## src/rtl/contador_bcd_9999.sv

```systemverilog
// contador_bcd_9999 -- four-digit BCD up/down counter (0000..9999) with a
// programmable prescaler, count enable and synchronous clear.
//
// Parameters:
//   DIV    CLK cycles per count step (1 .. 2**DIV_W-1)
//   DIV_W  prescaler width
// Ports:
//   CLK    system clock, rising edge
//   RST    asynchronous active-high reset
//   EN     count enable; low freezes prescaler and digits
//   UP     direction, 1 = increment, 0 = decrement (sampled on steps)
//   CLR    synchronous clear of digits and prescaler (acts even with EN=0)
//   Z1..Z4 units..thousands BCD digits
//   TICK   one-cycle pulse after each count step
//   WRAP   one-cycle pulse on 9999->0000 (up) or 0000->9999 (down)
module contador_bcd_9999 #(
    parameter int unsigned DIV   = 50_000_000,
    parameter int unsigned DIV_W = 26
) (
    input  logic       CLK,
    input  logic       RST,
    input  logic       EN,
    input  logic       UP,
    input  logic       CLR,
    output logic [3:0] Z1,
    output logic [3:0] Z2,
    output logic [3:0] Z3,
    output logic [3:0] Z4,
    output logic       TICK,
    output logic       WRAP
);

    localparam logic [DIV_W-1:0] PRESC_LAST = DIV_W'(DIV - 1);

    logic [DIV_W-1:0] presc;
    logic [3:0]       digit     [4];
    logic [3:0]       digit_nxt [4];
    logic             carry;
    logic             step;

    assign step = EN && (presc == PRESC_LAST);

    // Carry/borrow chain across all four digits, resolved in one cycle.
    // A carry surviving past the thousands digit is exactly the wrap case.
    always_comb begin
        carry = 1'b1;
        for (int unsigned i = 0; i < 4; i++) begin
            digit_nxt[i] = digit[i];
            if (carry) begin
                if (UP) begin
                    if (digit[i] == 4'd9) begin
                        digit_nxt[i] = 4'd0;
                    end else begin
                        digit_nxt[i] = digit[i] + 4'd1;
                        carry        = 1'b0;
                    end
                end else begin
                    if (digit[i] == 4'd0) begin
                        digit_nxt[i] = 4'd9;
                    end else begin
                        digit_nxt[i] = digit[i] - 4'd1;
                        carry        = 1'b0;
                    end
                end
            end
        end
    end

    always_ff @(posedge CLK or posedge RST) begin
        if (RST) begin
            presc <= '0;
            for (int unsigned i = 0; i < 4; i++) digit[i] <= '0;
            TICK  <= 1'b0;
            WRAP  <= 1'b0;
        end else if (CLR) begin
            presc <= '0;
            for (int unsigned i = 0; i < 4; i++) digit[i] <= '0;
            TICK  <= 1'b0;
            WRAP  <= 1'b0;
        end else if (step) begin
            presc <= '0;
            for (int unsigned i = 0; i < 4; i++) digit[i] <= digit_nxt[i];
            TICK  <= 1'b1;
            WRAP  <= carry;
        end else begin
            if (EN) presc <= presc + DIV_W'(1);
            TICK <= 1'b0;
            WRAP <= 1'b0;
        end
    end

    assign Z1 = digit[0];
    assign Z2 = digit[1];
    assign Z3 = digit[2];
    assign Z4 = digit[3];

endmodule
```

## config.mk

```make
export PLATFORM = sky130hd
export DESIGN_NAME = contador_bcd_9999
export DESIGN_NICKNAME = d
export VERILOG_FILES = /design/src/rtl/contador_bcd_9999.sv
export SDC_FILE = /design/constraint.sdc
export NUM_CORES = 1
export LEC_CHECK = 0
export ABC_AREA = 0
export CORE_AREA = 2 2 62 108
export DETAILED_ROUTE_END_ITERATION = 10
export DIE_AREA = 0 0 64 110
export PLACE_DENSITY = 0.71
export SLEW_MARGIN = 40
export SYNTH_ARGS = -nofsm -noshare
export SYNTH_HDL_FRONTEND = slang
export SYNTH_SLANG_ARGS = --single-unit
```

## constraint.sdc

```tcl
create_clock -name CLK -period 2.2 [get_ports CLK]
set_input_delay 0.33 -clock CLK [delete_from_list [all_inputs] [get_ports CLK]]
set_output_delay 0.33 -clock CLK [all_outputs]
set_load 0.05 [all_outputs]
```

After elaboration in Yosys (flattened, before gate mapping):

Cells that the tools add are included.

* input port bits: 5
* output and inout bits: 18
* word-level logic and storage cells: 73
* flip-flop bits (word level): 44

* equal/unequal tests: 5
* reductions and logical operators: 13
* add/subtract/negate cells: 9
* muxes and demuxes: 39

Operator list (number)
* $mux 26: 3
* $mux 4: 15
* $mux 16: 2
* $add 26x1->26 const B: 1
* $eq 26x26->1 const B: 1
* $mux 1: 19
* $add 4x1->4 const B: 4
* $eq 4x4->1 const B: 4
* $logic_not 4->1: 4
* $sub 4x1->4 const B: 4
* $reduce_bool 2->1: 4
* $reduce_and 2->1: 3
* $reduce_bool 3->1: 1
* $logic_and 1x1->1: 1

Longest topological paths before layout:

* depth in word-level cells: 8
* gate-level depth with buffers: 9

Worst setup path after synthesis:

OpenSTA, ideal clock, no wires.

* path type: register -> register
* start point: register digit, in the netlist Z2[0]
* end point: register digit, in the netlist Z3[2]
* required time: 2122 ps
* buffers on the path: 0
* stages on the path, launching flop included: 8
* path slack: -313 ps
* data arrival time: 2435 ps
* cell sequence: dfrtp_1 -> inv_1 -> ha_1 -> or4b_1 -> a22oi_2 -> nand4_2 -> or3_1 -> a21oi_1

* word-level cells in the longest chain between the ends: 6
* elaborated cells on any way between the ends: 8

Ends and longest elaborated chain
* start: declaration: RTL line 36 `logic [3:0] digit [4];`
* $eq 4x4->1 or $logic_not 4->1 (tied branches): RTL line 51, 58
* $mux 1, on equally long branches: RTL line 51, 58
* $mux 1 (*): RTL line 50 `if (UP) begin`
* $mux 1 (*): RTL line 49 `if (carry) begin`
* $reduce_bool 2->1 (no line) (*)
* $reduce_and 2->1 (no line) (*)

Mark *: on every way between the ends. The rest lies on a longest branch, timed or not.
A chain may end at the register's enable or synchronous reset.

Worst setup path in the final report:

* start point: register presc[8]
* end point: register digit, in the netlist Z3[0]

* word-level cells in the longest chain between the ends: 4

Ends and longest elaborated chain
* start: declaration: RTL line 35 `logic [DIV_W-1:0] presc;`
* start signal: assignment: RTL line 86 `if (EN) presc <= presc + DIV_W'(1);`
* $eq 26x26->1: RTL line 41 `assign step = EN && (presc == PRESC_LAST);`
* $logic_and 1x1->1: RTL line 41
* $reduce_bool 2->1 (no line)
* $reduce_and 2->1 (no line)

No other way between the ends.

==> summary.txt <==
Timing
  – Slew Viols, Final: 0
  – Final setup vio count: 1
  – Setup repair after global routing missed its margin: true
  – Setup tns final: -0.00631 ns
  – Final-report hold violation count: 0
  – Final Cycle Share: 100%
  – Crit path time final: 2.21 ns
  – F_max: 453 MHz
  – Setup Skew: 0.0125 ns
  – Worst-Margin Slew: 0.708 ns
  – Setup ws final: -0.00631 ns
  – Worst slew margin relative to its limit: 52.3%

Setup path
  – Worst reg2reg path startpoint: presc[8]
  – CP startpoint kind: flip-flop
  – Reg2reg path depth: 6
  – WP data arrival: 2.45 ns
  – Worst flop-to-flop path endpoint: Z3[0]
  – CP max stage delay: 0.56 ns
  – CP max stage cell: or4b_4
  – Crit path cell chain: or4b_4 > nor4_4 > buf_4 > nand4_4 > or3_1 > a21oi_2
  – Worst EP required: 2.44 ns
  – Crit. End Element: flip-flop
  – Crit path from: presc[8]
  – FF-to-FF setup slack: -0.006 ns
  – CP Capture Point: Z3[0]
  – Crit-path max FO: 7
  – WS Path Type: flip-flop to flip-flop

Yosys
  – Yosys top cell by area: dfrtp_1
  – Synth top area share: a little over a third
  – Async SR Flop Fraction: 100%
  – Main combinational cell family by area after synthesis: simple AND/OR/NAND/NOR gates
  – Synth cell types: 51
  – Synthesized Nets: 369
  – Synth Flop Type: dfrtp_1
  – Simple-Gate Fraction of Synth Area: 26.7%
  – Most area-consuming cells after synthesis: dfrtp_1 37%, ha_1 6.7%, nor2_1 5.8%
  – Top cells by count, synth: 46 x nor2_1, 44 x dfrtp_1, 25 x nand2_1
  – Sequential share of the synthesized area: between 30% and 40%
  – #FFs+latches synth: 44
  – Post-Synthesis Cells: roughly 350
  – Post-synthesis adder-cell area fraction: around 6.7%
  – Compound-Gate Fraction of Synth Area: 15.2%
  – Count leader, synth: nor2_1
  – Synth Area per Inst: 8.63 µm²
  – Synth Area in XOR/XNOR: 7.87%
  – Synthesized area: between 3000 and 4000 µm²
  – Number of synthesized flops with an enable pin: 0
  – Multiplexer area fraction after synthesis: under 10%
  – YS warnings: 0

Route
  – Top Metal Used: met4
  – Wire length on met1: about 2800 µm
  – Drt total wl: 7460 µm
  – DRC viols: 0
  – DR iter-0 viols: 155
  – Drt via density: 5.75
  – Via count: roughly 2.8k
  – TritonRoute pass-1 iters: 4
  – Post-DRT Antenna Nets: 0
  – Met2 WL post-DR: about 4200 µm
  – Routed wl met3: approximately 250 µm
  – Drt wl/cell: approximately 15 µm

Placement
  – IO Port Bufs: 22
  – Placement-stage cell area: 3680 µm²
  – Gp weighted congestion: between 0.8 and 0.9
  – Post-DP HPWL: 5470 µm

Power
  – PwrDens: 382 nW/µm²
  – Leakage: 1.61 nW
  – Peak supply drop: 0.402 mV
  – Final Power: 1.46 mW

Clock network
  – Worst-skew pair later-pin latency: 0.31 ns
  – Root buf cell: clkbuf_8
  – CTS clk-pin slew, worst paths: approximately 0.09 ns
  – Clock Sinks: 44
  – H-tree depth: 2
  – Clock Path Buffers: 2
  – TritonCTS Buffers: 5
  – CTS tree: yes

Die
  – Num rows: 38
  – Ports: 23
  – Die W: between 60 and 70 µm
  – Initial Utilization: 49.0%
  – Die area: 7040 µm²
  – Core area: around 6100 µm²
  – Die height: about 110 µm

Outcome
  – Status: finished, violations left
  – Violated checks: setup timing

Global routing
  – Global route overflow: 0
  – Global-route wire length before repair: 12,800 µm
  – Tot GR Track Use: 23.1%
  – Vias in the first global route: approximately 2.8k
  – Antenna violations before repair: 0
  – Largest net degree at the start of global routing: between 40 and 50

Layout
  – Fillers: between 500 and 600
  – Fin util: around 62%
  – Layout cells sized above 1: 21.3%
  – Layout Nets: around 430
  – Area grow syn2layout: 27.5%
  – N_diodes: 0
  – Multi-input gate area: around 1800 µm²
  – Final Cell Area: 3830 µm²
  – Register area: 1110 µm²

Worst hold path
  – Hold crit path type: input pin to async pin

Job
  – Max_cap viols: 0
## cell type report
cell class	count	share of cell area [%]
multi-input cells	270	47.6
flip-flops and latches	44	29.0
repair buffers	74	16.7
well taps	80	2.61
clock buffers	8	2.35
inverters	17	1.73
## flip-flops by register name, summed over array words and instances (netlist names)
register and flops:
presc 26, Z3 4, TICK 1, Z2 4, WRAP 1, Z1 4, Z4 4
## power breakdown
group / internal (mW) / leakage, nW / switching (mW)
clock network: 0.257 / 0.0455 / 0.282
logic: 0.0432 / 0.958 / 0.0677
registers: 0.811 / 0.602 / 0.00270
## layer usage
| layer | vias up | GRT usage (%) |
|---|---|---|
| met5 | - | 0 |
| met2 | 74 | 44.6 |
| met1 | 1371 | 23.6 |
| met4 | 0 | 11.5 |
| met3 | 21 | 3.45 |
| li1 | 1371 | - |
## placed cells by master, fill, tap and decap left out, types with 14 or more instances in the layout
master and n:
o21ai_0 15, dfrtp_1 37, buf_4 49, nand2_1 25
nor2_1 46, a21oi_1 17, nand3_1 17, ha_1 14
clkdlybuf4s50_1 22, xor2_1 18
## per-stage QoR
stage               hold slack (ns)  setup slack (ns)  instances
finish                        0.354          -0.00631        493
global route                  0.408           -0.0911        493
CTS                           0.368            0.0514        490
detailed placement            0.537            -0.209        482
global placement              0.525            -0.145        482
floorplan                     0.403          -0.00807        348
## worst max-delay path, delay by kind of cell (launching register included)
family | cells | cell delay (ns)
AOI/OAI and AO/OA | 1 | 0.15
buffers and inverters | 1 | 0.19
DFF | 1 | 0.38
and+or+nand+nor | 4 | 1.42
## kinds of logic (layout without fill, tap and decap cells)
group                      Yosys count  count (layout)
AOI/OAI and AO/OA                   71              71
DFF                                 44              44
muxes                                5               5
adders and majority gates           16              16
buffers and inverters               34              99
and+or+nand+nor                    151             151
xor gates and xnor gates            27              27
## how the worst min path moves through the flow
stage           endpoint  depth (start not counted)       from
2_1_floorplan       TICK                          1        CLR
3_3_place_gp   presc[20]                          2  presc[20]
3_5_place_dp   presc[25]                          2  presc[25]
4_1_cts            Z4[3]                          3        RST
5_1_grt         presc[3]                          3        RST
6_report           Z4[0]                          3        RST
## what timing repair did
action / CTS / global route
gates resized for setup: 0 / 10
setup endpoints to repair: 0 / 12
hold endpoints to repair: 0 / 0
buffers inserted: 0 / 3
hold buffers: 0 / 0
Note: power is estimated with default switching activity, not from simulation.
